File: src/rtl/uidbufw_arbiter_n_if.sv
`default_nettype none
// ============================================================================
// Module   : uidbufw_arbiter_n_if
// Brief    : Bundle of the upstream uidbuf write channels, the downstream FDMA
//            write port and the grant/status outputs of uidbufw_arbiter_n.
// Revision : 1.0 - initial release
// ============================================================================
interface uidbufw_arbiter_n_if #(
  parameter int AXI_DATA_WIDTH = 32,
  parameter int AXI_ADDR_WIDTH = 21,
  parameter int NUM_CH         = 4
);
  localparam int GW = (NUM_CH > 1) ? $clog2(NUM_CH) : 1;

  logic [NUM_CH*AXI_ADDR_WIDTH-1:0] ch_waddr;
  logic [NUM_CH-1:0]                ch_wareq;
  logic [NUM_CH*16-1:0]             ch_wsize;
  logic [NUM_CH-1:0]                ch_wbusy;
  logic [NUM_CH*AXI_DATA_WIDTH-1:0] ch_wdata;
  logic [NUM_CH-1:0]                ch_wvalid;
  logic [AXI_ADDR_WIDTH-1:0]        fdma_waddr;
  logic                             fdma_wareq;
  logic [15:0]                      fdma_wsize;
  logic                             fdma_wbusy;
  logic [AXI_DATA_WIDTH-1:0]        fdma_wdata;
  logic                             fdma_wvalid;
  logic [GW-1:0]                    grant_id;
  logic                             grant_act;
  logic                             timeout_err;
  logic [NUM_CH*16-1:0]             grant_cnt;

  // The arbiter's view
  modport master (
    input  ch_waddr, ch_wareq, ch_wsize, ch_wdata, fdma_wbusy, fdma_wvalid,
    output ch_wbusy, ch_wvalid, fdma_waddr, fdma_wareq, fdma_wsize, fdma_wdata,
    output grant_id, grant_act, timeout_err, grant_cnt
  );

  // The surrounding channels and FDMA port
  modport slave (
    output ch_waddr, ch_wareq, ch_wsize, ch_wdata, fdma_wbusy, fdma_wvalid,
    input  ch_wbusy, ch_wvalid, fdma_waddr, fdma_wareq, fdma_wsize, fdma_wdata,
    input  grant_id, grant_act, timeout_err, grant_cnt
  );
endinterface
`default_nettype wire

File: src/rtl/uidbufw_arbiter_n.sv
`default_nettype none
// ============================================================================
// Module   : uidbufw_arbiter_n
// Brief    : N-channel round-robin FDMA write arbiter with REQ watchdog.
//            Optional per-channel grant counters: `define UIDBUFW_ARB_STATS_EN
// Revision : 1.0 - initial release
// ============================================================================
module uidbufw_arbiter_n #(
  parameter int AXI_DATA_WIDTH = 32,
  parameter int AXI_ADDR_WIDTH = 21,
  parameter int NUM_CH         = 4,
  parameter int TIMEOUT_CYC    = 1024
) (
  input  logic                 ui_clk,
  input  logic                 ui_rstn,
  uidbufw_arbiter_n_if.master  bus
);

  localparam int GW    = (NUM_CH > 1) ? $clog2(NUM_CH) : 1;
  localparam int CW    = (TIMEOUT_CYC > 1) ? $clog2(TIMEOUT_CYC) : 1;
  localparam bit WD_EN = (TIMEOUT_CYC != 0);

  localparam logic [1:0] ST_IDLE = 2'd0;
  localparam logic [1:0] ST_REQ  = 2'd1;
  localparam logic [1:0] ST_BUSY = 2'd2;
  localparam logic [1:0] ST_GAP  = 2'd3;

  logic [1:0]                r_state;
  logic [1:0]                w_next;
  logic [GW-1:0]             r_last_grant;
  logic [GW-1:0]             r_grant_id;
  logic [AXI_ADDR_WIDTH-1:0] r_waddr;
  logic [15:0]               r_wsize;
  logic                      r_wareq;
  logic                      r_grant_act;
  logic                      r_timeout_err;
  logic [CW-1:0]             r_wd_cnt;

  logic                      w_hit;
  logic [GW-1:0]             w_sel;
  logic [GW-1:0]             w_idx;
  logic [AXI_ADDR_WIDTH-1:0] w_sel_addr;
  logic [15:0]               w_sel_size;
  logic                      w_wd_expire;
  logic [NUM_CH-1:0]         w_wbusy;
  logic [NUM_CH-1:0]         w_wvalid;
  logic [AXI_DATA_WIDTH-1:0] w_wdata;

  // Round-robin scan starting one past the last channel that finished
  always_comb begin
    w_hit      = 1'b0;
    w_sel      = '0;
    w_idx      = r_last_grant;
    w_sel_addr = '0;
    w_sel_size = '0;
    for (int i = 0; i < NUM_CH; i++) begin
      w_idx = (w_idx == GW'(NUM_CH - 1)) ? '0 : w_idx + 1'b1;
      if (!w_hit && bus.ch_wareq[w_idx]) begin
        w_hit = 1'b1;
        w_sel = w_idx;
      end
    end
    for (int k = 0; k < NUM_CH; k++) begin
      if (w_sel == GW'(k)) begin
        w_sel_addr = bus.ch_waddr[k*AXI_ADDR_WIDTH +: AXI_ADDR_WIDTH];
        w_sel_size = bus.ch_wsize[k*16 +: 16];
      end
    end
  end

  always_comb begin
    w_next      = r_state;
    w_wd_expire = 1'b0;
    case (r_state)
      ST_IDLE: if (w_hit) w_next = ST_REQ;
      ST_REQ: begin
        if (bus.fdma_wbusy) begin
          w_next = ST_BUSY;
        end else if (WD_EN && (r_wd_cnt == CW'(TIMEOUT_CYC - 1))) begin
          w_next      = ST_IDLE;
          w_wd_expire = 1'b1;
        end
      end
      ST_BUSY: if (!bus.fdma_wbusy) w_next = ST_GAP;
      ST_GAP:  w_next = ST_IDLE;
      default: w_next = ST_IDLE;
    endcase
  end

  always_ff @(posedge ui_clk or negedge ui_rstn) begin
    if (!ui_rstn) begin
      r_state       <= ST_IDLE;
      r_last_grant  <= GW'(NUM_CH - 1);
      r_grant_id    <= '0;
      r_waddr       <= '0;
      r_wsize       <= '0;
      r_wareq       <= 1'b0;
      r_grant_act   <= 1'b0;
      r_timeout_err <= 1'b0;
      r_wd_cnt      <= '0;
    end else begin
      r_state       <= w_next;
      r_wareq       <= (w_next == ST_REQ);
      r_grant_act   <= (w_next == ST_REQ) || (w_next == ST_BUSY);
      r_timeout_err <= w_wd_expire;
      if (r_state == ST_IDLE && w_hit) begin
        r_grant_id <= w_sel;
        r_waddr    <= w_sel_addr;
        r_wsize    <= w_sel_size;
      end
      if (r_state != ST_REQ)
        r_wd_cnt <= '0;
      else if (WD_EN)
        r_wd_cnt <= r_wd_cnt + 1'b1;
      // A timed-out channel also moves to the back of the queue
      if ((r_state == ST_BUSY && !bus.fdma_wbusy) || w_wd_expire)
        r_last_grant <= r_grant_id;
    end
  end

  // Strobes only reach the granted channel; data strobe only counts in BUSY
  always_comb begin
    w_wbusy  = '0;
    w_wvalid = '0;
    w_wdata  = '0;
    for (int k = 0; k < NUM_CH; k++) begin
      if (r_grant_act && (r_grant_id == GW'(k))) begin
        w_wbusy[k]  = bus.fdma_wbusy;
        w_wvalid[k] = bus.fdma_wvalid && (r_state == ST_BUSY);
        w_wdata     = bus.ch_wdata[k*AXI_DATA_WIDTH +: AXI_DATA_WIDTH];
      end
    end
  end

  assign bus.ch_wbusy    = w_wbusy;
  assign bus.ch_wvalid   = w_wvalid;
  assign bus.fdma_wdata  = w_wdata;
  assign bus.fdma_waddr  = r_waddr;
  assign bus.fdma_wsize  = r_wsize;
  assign bus.fdma_wareq  = r_wareq;
  assign bus.grant_id    = r_grant_id;
  assign bus.grant_act   = r_grant_act;
  assign bus.timeout_err = r_timeout_err;

`ifdef UIDBUFW_ARB_STATS_EN
  generate
    for (genvar k = 0; k < NUM_CH; k++) begin : g_stats
      logic [15:0] r_cnt;
      always_ff @(posedge ui_clk or negedge ui_rstn) begin
        if (!ui_rstn)
          r_cnt <= '0;
        else if (r_state == ST_IDLE && w_hit && w_sel == GW'(k) && r_cnt != 16'hFFFF)
          r_cnt <= r_cnt + 1'b1;
      end
      assign bus.grant_cnt[k*16 +: 16] = r_cnt;
    end
  endgenerate
`else
  assign bus.grant_cnt = '0;
`endif

endmodule
`default_nettype wire

File: src/flat_wrapper.sv
// flat-port wrapper written by rule: the top's interface ports become plain ports
module uidbufw_arbiter_n_flat 
#(
  parameter int AXI_DATA_WIDTH = 32,
  parameter int AXI_ADDR_WIDTH = 21,
  parameter int NUM_CH         = 4,
  parameter int TIMEOUT_CYC    = 1024
)
  (ui_clk, ui_rstn, bus_ch_waddr, bus_ch_wareq, bus_ch_wsize, bus_ch_wdata, bus_fdma_wbusy, bus_fdma_wvalid, bus_ch_wbusy, bus_ch_wvalid, bus_fdma_waddr, bus_fdma_wareq, bus_fdma_wsize, bus_fdma_wdata, bus_grant_id, bus_grant_act, bus_timeout_err, bus_grant_cnt);
  uidbufw_arbiter_n_if #(.AXI_DATA_WIDTH(AXI_DATA_WIDTH), .AXI_ADDR_WIDTH(AXI_ADDR_WIDTH), .NUM_CH(NUM_CH)) bus_i ();
  input  logic ui_clk;
  input  logic ui_rstn;
  input wire logic [$bits(bus_i.ch_waddr)-1:0] bus_ch_waddr;
  input wire logic [$bits(bus_i.ch_wareq)-1:0] bus_ch_wareq;
  input wire logic [$bits(bus_i.ch_wsize)-1:0] bus_ch_wsize;
  input wire logic [$bits(bus_i.ch_wdata)-1:0] bus_ch_wdata;
  input wire logic [$bits(bus_i.fdma_wbusy)-1:0] bus_fdma_wbusy;
  input wire logic [$bits(bus_i.fdma_wvalid)-1:0] bus_fdma_wvalid;
  output wire logic [$bits(bus_i.ch_wbusy)-1:0] bus_ch_wbusy;
  output wire logic [$bits(bus_i.ch_wvalid)-1:0] bus_ch_wvalid;
  output wire logic [$bits(bus_i.fdma_waddr)-1:0] bus_fdma_waddr;
  output wire logic [$bits(bus_i.fdma_wareq)-1:0] bus_fdma_wareq;
  output wire logic [$bits(bus_i.fdma_wsize)-1:0] bus_fdma_wsize;
  output wire logic [$bits(bus_i.fdma_wdata)-1:0] bus_fdma_wdata;
  output wire logic [$bits(bus_i.grant_id)-1:0] bus_grant_id;
  output wire logic [$bits(bus_i.grant_act)-1:0] bus_grant_act;
  output wire logic [$bits(bus_i.timeout_err)-1:0] bus_timeout_err;
  output wire logic [$bits(bus_i.grant_cnt)-1:0] bus_grant_cnt;
  assign bus_i.ch_waddr = bus_ch_waddr;
  assign bus_i.ch_wareq = bus_ch_wareq;
  assign bus_i.ch_wsize = bus_ch_wsize;
  assign bus_i.ch_wdata = bus_ch_wdata;
  assign bus_i.fdma_wbusy = bus_fdma_wbusy;
  assign bus_i.fdma_wvalid = bus_fdma_wvalid;
  assign bus_ch_wbusy = bus_i.ch_wbusy;
  assign bus_ch_wvalid = bus_i.ch_wvalid;
  assign bus_fdma_waddr = bus_i.fdma_waddr;
  assign bus_fdma_wareq = bus_i.fdma_wareq;
  assign bus_fdma_wsize = bus_i.fdma_wsize;
  assign bus_fdma_wdata = bus_i.fdma_wdata;
  assign bus_grant_id = bus_i.grant_id;
  assign bus_grant_act = bus_i.grant_act;
  assign bus_timeout_err = bus_i.timeout_err;
  assign bus_grant_cnt = bus_i.grant_cnt;
  uidbufw_arbiter_n #(.AXI_DATA_WIDTH(AXI_DATA_WIDTH), .AXI_ADDR_WIDTH(AXI_ADDR_WIDTH), .NUM_CH(NUM_CH), .TIMEOUT_CYC(TIMEOUT_CYC)) u_core (.ui_clk(ui_clk), .ui_rstn(ui_rstn), .bus(bus_i));
endmodule
File: config.mk
export PLATFORM = sky130hd
export DESIGN_NAME = uidbufw_arbiter_n_flat
export DESIGN_NICKNAME = d
export VERILOG_FILES = /design/src/rtl/uidbufw_arbiter_n_if.sv /design/src/rtl/uidbufw_arbiter_n.sv /design/src/flat_wrapper.sv
export SDC_FILE = /design/constraint.sdc
export NUM_CORES = 1
export LEC_CHECK = 0
export CAP_MARGIN = 20
export CORE_AREA = 2 2 167 169
export DETAILED_ROUTE_END_ITERATION = 16
export DIE_AREA = 0 0 169 171
export PLACE_DENSITY = 0.59
export SYNTH_ARGS = -nofsm -noshare
export SYNTH_HDL_FRONTEND = slang
export SYNTH_SLANG_ARGS = --single-unit
File: constraint.sdc
create_clock -name ui_clk -period 3.1 [get_ports ui_clk]
set_clock_uncertainty 0.15 [all_clocks]
set_input_delay 0.465 -clock ui_clk [delete_from_list [all_inputs] [get_ports ui_clk]]
set_output_delay 0.465 -clock ui_clk [all_outputs]
set_load 0.005 [all_outputs]
# ---- Yosys cells after proc, flatten, opt, wreduce, memory -nomap -nowiden
# Index checks and enable logic that the tools add are counted.
dict set report op_classes {
  n_lt_le_gt_ge 4
  mux 49
  shift 0
  addsub 5
  n_div 0
  eq_ne 17
  n_mul 0
  n_reduce_logical 19
  n_bitwise 0
}
# cell count
set op_table {}
lappend op_table {{two-way mux 32 bit} 4}
lappend op_table {{two-way mux 21 bit} 4}
lappend op_table {{two-way mux 16 bit} 4}
lappend op_table {{two-way mux 2 bit} 12}
lappend op_table {{== test 2 bit (second input constant)} 11}
lappend op_table {{two-way mux 1 bit} 19}
lappend op_table {{< comparator 2 x 3 -> 1 bit (second input constant)} 4}
lappend op_table {{adder 10 x 1 -> 10 bit (second input constant)} 1}
lappend op_table {{== test 10 bit (second input constant)} 1}
lappend op_table {{logical AND 1 bit} 10}
lappend op_table {{two-way mux 10 bit} 1}
lappend op_table {{adder 2 x 1 -> 2 bit (second input constant)} 4}
lappend op_table {{binary-select mux 1 bit (select 2 bit)} 4}
lappend op_table {{== test 2 x 1 -> 1 bit (second input constant)} 4}
lappend op_table {{one-hot mux 2 bit (4 select lines)} 1}
lappend op_table {{logical NOT 2 bit} 3}
lappend op_table {{logical NOT 1 bit} 4}
lappend op_table {{logical OR 1 bit} 2}
lappend op_table {{inequality test 2 x 1 -> 1 bit (second input constant)} 1}
dict set report totals {
  mem_bits_rw 0
  wordCells 103
  mem_count 0
  out_inout_bits 146
  ff_bits 56
  inputBits 284
  latch_bits 0
  romBits 0
}

# ---- Longest topological paths before layout
dict set report logic_depth {
  depth_word 19
  mapped_depth 10
  ltp_nobuf 7
}

# ---- Least setup slack after synthesis
# No wires, ideal clock.
dict set report synth_timing {
  kind {register to register}
  start {register u_core.r_last_grant[0]}
  end {register u_core.r_wsize[7], in the netlist u_core.bus.fdma_wsize[7]}
  stages_incl_launch_ff 9
  setup_slack_ns 0.733
  arrival_time_ns 2.131
  setup_ns 0.086
  synth_period_minus_slack_ns 2.367
  cell_sequence {dfstp_2 > ha_1 > o31a_1 > o21ai_1 > and3_1 > buf_4 > clkbuf_1 > a22oi_1 > a32oi_1}
}
dict set report synth_via {
  elab_chain_len 19
  word_cells_on_any_way 43
  cone_classes {4 x add/sub; 7 x eq/ne; 24 x mux; 8 x reduce/logical}
}
# element line
set synth_lines {}
lappend synth_lines {{from (decl)} uidbufw_arbiter_n.sv:30} ;# logic [GW-1:0] r_last_grant;
lappend synth_lines {{from (signal assigned)} uidbufw_arbiter_n.sv:93} ;# r_last_grant <= GW'(NUM_CH - 1);
lappend synth_lines {{from (signal assigned)} uidbufw_arbiter_n.sv:117} ;# r_last_grant <= r_grant_id;
lappend synth_lines {{adder 2 x 1 -> 2 bit or == test 2 bit (tied branches)} uidbufw_arbiter_n.sv:57} ;# w_idx = (w_idx == GW'(NUM_CH - 1)) ? '0 : w_idx + 1'b1;
lappend synth_lines {{two-way mux 2 bit (*)} uidbufw_arbiter_n.sv:57}
lappend synth_lines {{branches (longest 17 deep; another with adder 2 x 1 -> 2 bit)} -}
lappend synth_lines {{to (signal assigned)} uidbufw_arbiter_n.sv:109} ;# r_wsize <= w_sel_size;
lappend synth_lines {{to (decl)} uidbufw_arbiter_n.sv:33} ;# logic [15:0] r_wsize;
# Mark *: on every way between the ends. The select of a mux whose other input is x is not followed.
# A chain may end at the register's enable or synchronous reset.

# ---- Worst setup path in the final report
dict set report layout_timing {
  start {register u_core.r_grant_id[0], in the netlist u_core.bus.grant_id[0]}
  end {output bus_fdma_wdata[30]}
}
dict set report layout_via {
  elab_chain_len 6
  word_cells_on_any_way 12
  cone_classes {3 x eq/ne; 4 x mux; 5 x reduce/logical}
}
# element line
set layout_lines {}
lappend layout_lines {{from (decl)} uidbufw_arbiter_n.sv:31} ;# logic [GW-1:0] r_grant_id;
lappend layout_lines {{from (signal assigned)} uidbufw_arbiter_n.sv:107} ;# r_grant_id <= w_sel;
lappend layout_lines {{logical NOT 2 bit} uidbufw_arbiter_n.sv:127} ;# if (r_grant_act && (r_grant_id == GW'(k))) begin
lappend layout_lines {{logical AND 1 bit} uidbufw_arbiter_n.sv:127}
lappend layout_lines {{two-way mux 32 bit (3 in series)} uidbufw_arbiter_n.sv:127}
lappend layout_lines {{two-way mux 32 bit (*)} uidbufw_arbiter_n.sv:127}
lappend layout_lines {{to (decl)} flat_wrapper.sv:24} ;# output wire logic [$bits(bus_i.fdma_wdata)-1:0] bus_fdma_wdata;
# Every way passes the cells marked *; elsewhere a longest branch is shown, timed or not.

==> results.yml <==
run_status:
  outcome: "finished clean"
worst_setup_path:
  crit_required_ns: 2.48
  r2r_cells: 7
  arrival_ns: 2.28
  slowest_stage: "dfrtp_4"
  crit_path_max_fanout: 14
  crit_type: "reg -> out"
  cpLargestDelayFamily: "buffers and inverters"
  path_buf_inv: 2
  r2r_setup_slack_ns: 0.28
  worstReg2RegEnd: "u_core.bus.fdma_waddr[15]"
  cp_cell_sequence: "buf_12, mux4_2, and2_1, clkdlybuf4s50_1"
  end_kind: "primary output"
  timing.rr.start: "u_core.r_last_grant[0]"
  critical_path.max_stage_delay_ns: 0.62
  start_kind: "flip-flop"
die:
  core_region_area_um2: 27320
  fp.dieW_um: 169
  ios: 430
  dieArea_um2: 28900
  start_util: 0.1711
  die_y_um: 171
  row_count: 61
final_layout:
  stdcell_count: 1122
  area_growth_syn_to_layout_pct: 86.70
  antenna_cells: 0
  drive_gt1_frac: 0.09407
  nets: 1062
  layout.cells.most_common: "clkdlybuf4s50_1"
  final_cell_mix: "364 x clkdlybuf4s50_1, 72 x a222oi_1, 64 x conb_1, 52 x dfrtp_1, 36 x mux2i_1"
  fillCellCount: 2838
global_route:
  grt_pass1_vias: 5051
  grt-ovfl-total: 0
  grt_usage: 0.1311
  grt_max_degree: 79
  grt_pass1_wl_mm: 28.74
  antenna_found_initial: 1
power_and_ir_drop:
  switching_share: 0.3889
  p_per_area_nw_per_um2: 764.5
  clkPwrFrac: 0.095
  power_frac_comb: 0.690
  vdd_drop_max_v: 0.0004860
  p_int_w: 0.004078
  power_switching_w: 0.002595
  leakage_nw: 3.477
  seq_power_share: 0.215
route:
  wl_per_cell_um: 18.27
  via_count: 5039
  ant_nets: 0
  drt_wl_total_mm: 20.50
  drtIter0Drc: 400
  viasPerCell: 4.491
  firstDrtPassIters: 8
  drc: 0
logic_synthesis:
  ys_async_sr_fraction: 1.000
  netlist_area_um2: 4676
  synth_ff_type: "dfrtp_1"
  ys_ff_latch: 56
  syn_inst: 426
  syn_avg_cell_area_um2: 10.98
  yosysWarningCount: 0
  seq_area_frac_synth: 0.3002
  synth_edf_count: 0
  yosysUniqueCellTypes: 44
cts:
  cts_buffer_depth: 2
  clkSinkCount: 56
  clock_latency_ns: 0.31
  htreeDepth: 2
  cts_buffers: 5
  cts_tree: "built"
  path_clk_slew_ns: 0.09
  clock-root-buffer: "clkbuf_16"
  postCtsSetupBuffers: 0
sta:
  period_share: 0.9353
  max_freq_ghz: 0.3449
  final-setup-viol-count: 0
  worst_pin_slew_ns: 0.6498
  rsz0062_at_grt: "false"
  fin_tns_setup_ns: 0
  finalHoldViolations: 0
  period_needed_ns: 2.899
  drv_slew: 0
  slew_headroom: 0.5668
min_path:
  hp-class: "in -> async"
placement:
  numPortBuffers: 365
  dpl.hpwl_mm: 16.24
  gp_congestion: 0.7772
  dp_cells: 1114
run:
  cap_violations: 0
## worst max path at each step
| stage | start | endpoint | cells after the start |
|---|---|---|---|
| floorplan | u_core.r_last_grant[0] | u_core.bus.fdma_wsize[7] | 8 |
| finish | u_core.bus.grant_id[0] | bus_fdma_wdata[30] | 4 |
| global placement | bus_ch_wdata[125] | bus_fdma_wdata[29] | 4 |
| CTS | u_core.bus.grant_id[0] | bus_fdma_wdata[2] | 4 |
| detailed placement | bus_ch_wdata[125] | bus_fdma_wdata[29] | 4 |
| global route | u_core.bus.grant_id[0] | bus_fdma_wdata[0] | 4 |
## synthesized netlist by cell type, types with 5 or more instances
| cell type | n | area [um2] |
|---|---|---|
| dfrtp_1 | 54 | 1351 |
| clkbuf_1 | 21 | 78.83 |
| nand2_1 | 5 | 18.77 |
| and3_1 | 6 | 37.54 |
| nor2_1 | 16 | 60.06 |
| and2_1 | 33 | 206.5 |
| mux2i_1 | 36 | 360.4 |
| a222oi_1 | 72 | 720.7 |
| buf_2 | 16 | 80.08 |
| buf_4 | 65 | 488.0 |
| mux4_2 | 32 | 720.7 |
| nand3_1 | 6 | 30.03 |
## power groups by stage
stage	clock, W	sequential (W)	combinational [W]
after floorplan	0	0.00132	0.00268
after global placement	0	0.00145	0.00459
after detailed placement	0	0.00144	0.00466
after CTS	0.000670	0.00144	0.00466
after global routing	0.000703	0.00149	0.00498
final	0.000632	0.00144	0.00460
## registers in the layout (all words and copies together), names as in the netlist
signal                  flops
u_core.r_state              2
u_core.bus.timeout_err      1
u_core.bus.fdma_waddr      21
u_core.bus.grant_act        1
u_core.bus.grant_id         2
u_core.bus.fdma_wsize      16
u_core.r_wd_cnt            10
u_core.r_last_grant         2
u_core.bus.fdma_wareq       1
## metal layers
metal / part of all wire / GRT usage / up-vias / wire, um
met2: 0.52 / 0.2398 / 319 / 10600
met4: 0.011 / 0.02973 / 0 / 216
met1: 0.39 / 0.1537 / 2418 / 7924
met5: 0 / 0 / - / 0
li1: - / - / 2291 / -
met3: 0.086 / 0.03354 / 11 / 1760
## through the flow
step                hold WS, ns  area (um2)  worst slack [ns]    util  power [W]
detailed placement       0.2997        8574            0.2168  0.3138   0.006098
global placement         0.3007        8574            0.1857  0.3138   0.006037
floorplan               0.01941        4912            0.7329       -   0.003999
global route            0.07435        8730           0.08398  0.3195   0.007173
CTS                     0.04768        8727           0.03305  0.3194   0.006775
finish                  0.01882        8730            0.2007  0.3195   0.006674
## cell families (layout without fill, tap and decap cells)
logic type,Yosys count,after routing,share of synthesized area
flops,56,56,0.3002
compound gates,95,95,0.1916
xor+xnor,8,8,0.01498
mux,70,70,0.2360
fa+ha+maj,3,3,0.008029
buf+inv,110,397,0.1496
other cells,1,64,0.0008020
simple gates,83,83,0.09875
## timing repair
action	4_1_cts	5_1_grt
gates resized for setup	0	1
endpoints found under the setup margin	0	11
hold buffers	0	0
## layout make-up
type / instances / area, um2 / area share
clock buffers: 5 / 125.1 / 0.01433
clock inverters: 3 / 27.53 / 0.003153
inverters: 4 / 15.01 / 0.001720
multi-input cells: 323 / 2821 / 0.3232
flip-flops and latches: 56 / 1409 / 0.1614
well taps: 346 / 432.9 / 0.04959
repair buffers: 385 / 3899 / 0.4466
(Power assumes the default switching activity.)
